--- src/rtl/tdm_demux8.sv ---
// TDM receive demultiplexer: rebuilds 8 parallel channels from a slot-ordered word stream.
// Optional framing check enabled by defining TDM_DEMUX_SYNC_CHECK_EN.
module tdm_demux8 #(
    parameter int DATA_W = 4
) (
    input  logic              clk,
    input  logic              rst,
    input  logic [DATA_W-1:0] din,
    input  logic              din_valid,
    input  logic              frame_sync,
    output logic [DATA_W-1:0] a,
    output logic [DATA_W-1:0] b,
    output logic [DATA_W-1:0] c,
    output logic [DATA_W-1:0] d,
    output logic [DATA_W-1:0] e,
    output logic [DATA_W-1:0] f,
    output logic [DATA_W-1:0] g,
    output logic [DATA_W-1:0] h,
    output logic              frame_valid,
    output logic [2:0]        slot,
    output logic              sync_err
);

    localparam logic [0:0] HUNT = 1'b0;
    localparam logic [0:0] LOCK = 1'b1;

    logic [0:0]        state_reg, state_next;
    logic [2:0]        slot_reg, slot_next;
    logic              frame_valid_reg;
    logic              sync_err_reg, sync_err_next;
    logic              shadow_we;
    logic              frame_done;
    logic [2:0]        shadow_idx;
    logic [DATA_W-1:0] shadow_reg [0:6];
    logic [DATA_W-1:0] out_reg    [0:7];

    // A sync-qualified word always lands in slot 0, whatever slot was expected.
    assign shadow_idx = frame_sync ? 3'd0 : slot_reg;

    always_comb begin
        state_next    = state_reg;
        slot_next     = slot_reg;
        shadow_we     = 1'b0;
        frame_done    = 1'b0;
        sync_err_next = 1'b0;
        if (din_valid) begin
            if (state_reg == HUNT) begin
                if (frame_sync) begin
                    shadow_we  = 1'b1;
                    slot_next  = 3'd1;
                    state_next = LOCK;
                end
            end else if (frame_sync) begin
                shadow_we = 1'b1;
                slot_next = 3'd1;
`ifdef TDM_DEMUX_SYNC_CHECK_EN
                sync_err_next = (slot_reg != 3'd0);
`endif
            end else if (slot_reg == 3'd0) begin
`ifdef TDM_DEMUX_SYNC_CHECK_EN
                sync_err_next = 1'b1;
                state_next    = HUNT;
`else
                shadow_we = 1'b1;
                slot_next = 3'd1;
`endif
            end else if (slot_reg == 3'd7) begin
                frame_done = 1'b1;
                slot_next  = 3'd0;
            end else begin
                shadow_we = 1'b1;
                slot_next = slot_reg + 3'd1;
            end
        end
    end

    always_ff @(posedge clk) begin
        if (rst) begin
            state_reg       <= HUNT;
            slot_reg        <= 3'd0;
            frame_valid_reg <= 1'b0;
            sync_err_reg    <= 1'b0;
        end else begin
            state_reg       <= state_next;
            slot_reg        <= slot_next;
            frame_valid_reg <= frame_done;
            sync_err_reg    <= sync_err_next;
        end
    end

    genvar gi;
    generate
        for (gi = 0; gi < 7; gi++) begin : g_shadow
            always_ff @(posedge clk) begin
                if (rst) begin
                    shadow_reg[gi] <= '0;
                end else if (shadow_we && (shadow_idx == 3'(gi))) begin
                    shadow_reg[gi] <= din;
                end
            end
        end

        // The last word bypasses the shadow bank so the frame lands the cycle after its accept.
        for (gi = 0; gi < 8; gi++) begin : g_out
            always_ff @(posedge clk) begin
                if (rst) begin
                    out_reg[gi] <= '0;
                end else if (frame_done) begin
                    if (gi < 7) begin
                        out_reg[gi] <= shadow_reg[gi];
                    end else begin
                        out_reg[gi] <= din;
                    end
                end
            end
        end
    endgenerate

    assign a           = out_reg[0];
    assign b           = out_reg[1];
    assign c           = out_reg[2];
    assign d           = out_reg[3];
    assign e           = out_reg[4];
    assign f           = out_reg[5];
    assign g           = out_reg[6];
    assign h           = out_reg[7];
    assign frame_valid = frame_valid_reg;
    assign slot        = slot_reg;
    assign sync_err    = sync_err_reg;

endmodule
--- config.mk ---
export PLATFORM = sky130hd
export DESIGN_NAME = tdm_demux8
export DESIGN_NICKNAME = d
export VERILOG_FILES = /design/src/rtl/tdm_demux8.sv
export SDC_FILE = /design/constraint.sdc
export NUM_CORES = 1
export LEC_CHECK = 0
export CAP_MARGIN = 20
export CELL_PAD_IN_SITES_DETAIL_PLACEMENT = 0
export CELL_PAD_IN_SITES_GLOBAL_PLACEMENT = 2
export CORE_MARGIN = 8
export CORE_UTILIZATION = 39
export DETAILED_ROUTE_END_ITERATION = 8
export PLACE_DENSITY_LB_ADDON = 0.1
export SYNTH_ARGS = -nofsm -noshare
export SYNTH_HDL_FRONTEND = slang
export SYNTH_SLANG_ARGS = --single-unit
--- constraint.sdc ---
create_clock -name clk -period 3.38 [get_ports clk]
set_input_delay 1.014 -clock clk [delete_from_list [all_inputs] [get_ports clk]]
set_output_delay 1.014 -clock clk [all_outputs]
set_load 0.01 [all_outputs]
# Word-level counts from Yosys, hierarchy flattened
# Memory sizes are Yosys's and may differ from the RTL's.
# Index checks and enable logic that the tools add are counted.
# word_totals
ff_bits	5
ram_bits	60
in_bits	8
output_inout_bits	37
wordCells	98
mem_count	2
# memory_table
name	words	width	read_ports	rd_clocked_by_memory_dff	write_ports	line_no	rtl
out_reg	8	4	8	0	8	35	logic [DATA_W-1:0] out_reg [0:7];
shadow_reg	7	4	7	0	7	34	logic [DATA_W-1:0] shadow_reg [0:6];
# op_classes
n_addsub	1
eq_ne	7
muxes	59
bitwise_logic	15
n_reduce_logical	11
# ops
cell	n
$mux W4	15
$mux W1	38
$mux W3	6
$or A1 B1 Y1	15
$eq A3 B3 Y1 const B	4
$logic_and A1 B1 Y1	7
$eq A3 B2 Y1 const B	2
$logic_not A3 Y1	2
$add A3 B1 Y3 const B	1
$eq A3 B1 Y1 const B	1
$reduce_and A2 Y1	1
$reduce_bool A2 Y1	1

# Logic depth before layout (Yosys ltp)
# logic_depth
word_depth	11
ltp_mapped	7
depth_no_buf	5

# Worst setup path before layout
# No wires, ideal clock.
# synth_timing
path_kind	in2reg
startpoint	input rst
endpoint	memory out_reg[0][0], enable pin
setup_time_ns	0.389
arrival_ns	2.256
required_time_ns	2.991
path_slack_ns	0.735
cell_stages	4
n_path_buf	2
cell_sequence	clkbuf_1 inv_1 clkbuf_1 nand2_1
# synth_lines
element	line_no	rtl
start, declared	7	input logic rst,
end, declared	35	

# Worst setup path after layout
# layout_timing
startpoint	register slot_reg[2], in the netlist slot[2]
endpoint	output slot[2]
# layout_lines
element	line_no	rtl
start, declared	28	logic [2:0] slot_reg, slot_next;
start signal, assigned	85	slot_reg <= slot_next;
end, declared	20	output logic [2:0] slot,
# No word-level cell between the ends.

==> run_results.csv <==
group,metric,value,unit
run_status,status,"completed",
clock_tree,htreeDepth,3,
worst_setup_path,crit_path_top_delay_cell,"dfxtp_1",
floorplanning,start_util,39.6,%
power_and_ir_drop,seqPwrFrac,57.0,%
worst_setup_path,critical_path_class,"flop to output port",
grt,grt_max_degree,25,
grt,grt_pass1_vias,1602,
power_and_ir_drop,ir_drop,266,uV
power_and_ir_drop,leakagePower,1.30,nW
grt,top_usage_layer,"met2",
cells_and_area,synthToLayoutAreaGrowth,26.2,%
synthesis,syn-instance-count,185,
clock_tree,post_cts.repair.setup_buffers,0,
clock_tree,ctsHoldBuffers,0,
power_and_ir_drop,p_int,1.28,mW
sta,final_hold_viol_count,0,
routing,drt_iter0_drc,52,
cells_and_area,largest_reg_flops,32,
synthesis,synth_nets,196,
sta,fin_skew,0.00526,ns
synthesis,yosys_warnings,0,
power_and_ir_drop,pwr-share-clk,37.1,%
grt,gr-usage-met3,4.72,%
power_and_ir_drop,p_total,1.60,mW
power_and_ir_drop,combPwrFrac,5.9,%
placement,post-place-ws,0.462,ns
worst_setup_path,worstPathMaxFanout,15,
floorplanning,fp.dieH,98.4,um
sta,setup_viol,0,
grt,track_usage,10.5,%
routing,wirelength,4700,um
routing,vias_per_cell,4.80,
floorplanning,core-area,6680,um^2
placement,place_congestion,0.760,
routing,firstDrtPassIters,4,
routing,vias,1540,
placement,dp.cells,306,
routing,drc,0,
clock_tree,clock_path_buffers,2,
grt,antenna_found_initial,0,
flow_run,cap_viol_max_count,0,
cells_and_area,nFillCells,591,
sta,min_period_over_period,78.5,%
cells_and_area,finalNonFillerCells,321,
floorplanning,die_x,98.4,um
synthesis,synth.avg_cell_area,14.3,um^2
cells_and_area,final_layout_size_suffix_gt1_share,9.13,%
clock_tree,clockRootBuffer,"clkbuf_8",
grt,use_met2,16.1,%
routing,drt-wirelength-per-cell,14.6,um
grt,use_met1,12.1,%
floorplanning,die_area,9680,um^2
sta,final_max_slew_viol_count,0,
synthesis,synth_cell_types,34,
sta,tns,0,ns
worst_setup_path,endpoint_kind,"output port",
cells_and_area,finalInstanceArea,3340,um^2
power_and_ir_drop,p_sw,0.326,mW
clock_tree,clkLatencyLatePin,0.33,ns
clock_tree,cts_tree,"built",
power_and_ir_drop,p_per_area,479,nW/um^2
clock_tree,cts_buffers,9,
cells_and_area,nets,248,
sta,hold_slack,0.517,ns
cells_and_area,antenna_cells,0,
placement,io_buffers,43,
worst_hold_path,hold_class,"flop to flop",
sta,fmax,377,MHz
placement,place_area,3170,um^2
floorplanning,fp-row-count,30,
synthesis,synth-seq-cells,65,
worst_setup_path,path_buf_inv,1,
grt,gr-total-overflow,0,
worst_setup_path,path_delay_family,"flip-flops",
cells_and_area,finalCoreUtilization,50.0,%
routing,postRouteAntennaNets,0,
grt,grt_pass1_wl,7860,um
synthesis,syn-cell-area,2650,um^2
clock_tree,cts.sinks,65,
sta,setup_ws,0.726,ns
worst_setup_path,startpoint_type,"flop",
floorplanning,boundaryPins,45,
power_and_ir_drop,sw_frac_of_total,20.3,%
sta,slew_headroom,63.8,%
worst_setup_path,slowest_delay,0.66,ns
synthesis,seq_area_frac_synth,71.8,%
clock_tree,clk_pin_slew_worst_paths,0.07,ns
clock_tree,cts_resized,0,
worst_setup_path,worstPathArrival,1.64,ns
sta,worstMarginPinSlew,0.542,ns
sta,layout_min_cycle_time,2.65,ns
worst_setup_path,timing.critical_path.cells,"clkdlybuf4s50_1",
sta,rsz0062_at_grt,"false",
worst_setup_path,required,2.37,ns
placement,dpl.hpwl,3500,um
[kinds of logic after synthesis]
logic type	share of synthesized area, %
buffers and inverters	2.60
adders and majority gates	1.42
DFF	71.8
and+or+nand+nor	20.5
AOI/OAI and AO/OA	3.59
other	0.142
[metal layers]
| layer | vias to the layer above | wire, um |
|---|---|---|
| li1 | 766 | - |
| met1 | 721 | 2170 |
| met2 | 44 | 2150 |
| met3 | 9 | 284 |
| met4 | 0 | 100 |
| met5 | - | 0 |
[power by group through the flow]
stage	clock network (mW)	registers (mW)	logic (mW)
global route	0.640	0.916	0.102
global placement	0	0.929	0.0932
detailed placement	0	0.931	0.0948
CTS	0.609	0.913	0.0950
floorplan	0	0.937	0.0341
finish	0.594	0.913	0.0941
[cells in the final DEF (no fill, tap or decap), types with 2 or more instances in the layout]
cell / count
a21oi_1: 2
a41o_1: 2
and2_1: 28
and3_1: 12
and4_1: 5
buf_4: 6
clkbuf_8: 9
clkdlybuf4s50_1: 43
clkinv_1: 2
clkinv_2: 2
dfxtp_1: 5
edfxtp_1: 60
ha_1: 3
inv_1: 3
nand2_1: 11
nand2b_1: 5
nor2_1: 23
[worst paths after layout]
kind	from	to	slack, ns	depth (start not counted)
worst min-delay path	shadow_reg[3][0]$_SDFFCE_PN0P_	out_reg[0][12]$_SDFFCE_PN0P_	0.52	1
worst max-delay path	slot[2]$_SDFFE_PP0P_	slot[2]	0.73	1
worst max register to register	slot[1]$_SDFFE_PP0P_	shadow_reg[1][2]$_SDFFCE_PN0P_	1.31	5
worst min register to register	shadow_reg[3][0]$_SDFFCE_PN0P_	out_reg[0][12]$_SDFFCE_PN0P_	0.52	1
[Yosys cell counts]
cell type   n  area (um^2)
nand3b_1    1         7.51
edfxtp_1   60         1800
ha_1        3         37.5
or4_4       1         11.3
nand2_1    11         41.3
nor3_1      1         5.00
or4b_1      1         10.0
a41o_1      2         20.0
buf_2       1         5.00
buf_4       1         7.51
a22oi_1     1         7.51
dfxtp_1     5          100
conb_1      1         3.75
and3_1     12         75.1
nor2b_1     1         6.26
a21boi_4    1         18.8
inv_1       3         11.3
or2_0       1         6.26
a21oi_1     2         10.0
buf_6       3         33.8
nand4b_2    1         15.0
nand3_1     1         5.00
and3b_1     1         8.76
nand2b_1    5         31.3
o41a_1      1         11.3
or4b_4      1         13.8
a31oi_1     1         6.26
clkbuf_1    3         11.3
and4_1      5         43.8
o41ai_1     1         8.76
and2_1     28          175
a21o_1      1         7.51
o21ai_0     1         5.00
nor2_1     23         86.3
[area by class of cell]
type,instances,area [um^2],area share (%)
inverters,3,11.3,0.337
multi-input cells,109,678,20.3
clock inverters,5,47.5,1.42
well taps,80,100,3.00
repair buffers,49,475,14.2
flip-flops and latches,65,1900,56.9
clock buffers,10,128,3.82
(Power assumes the default switching activity.)
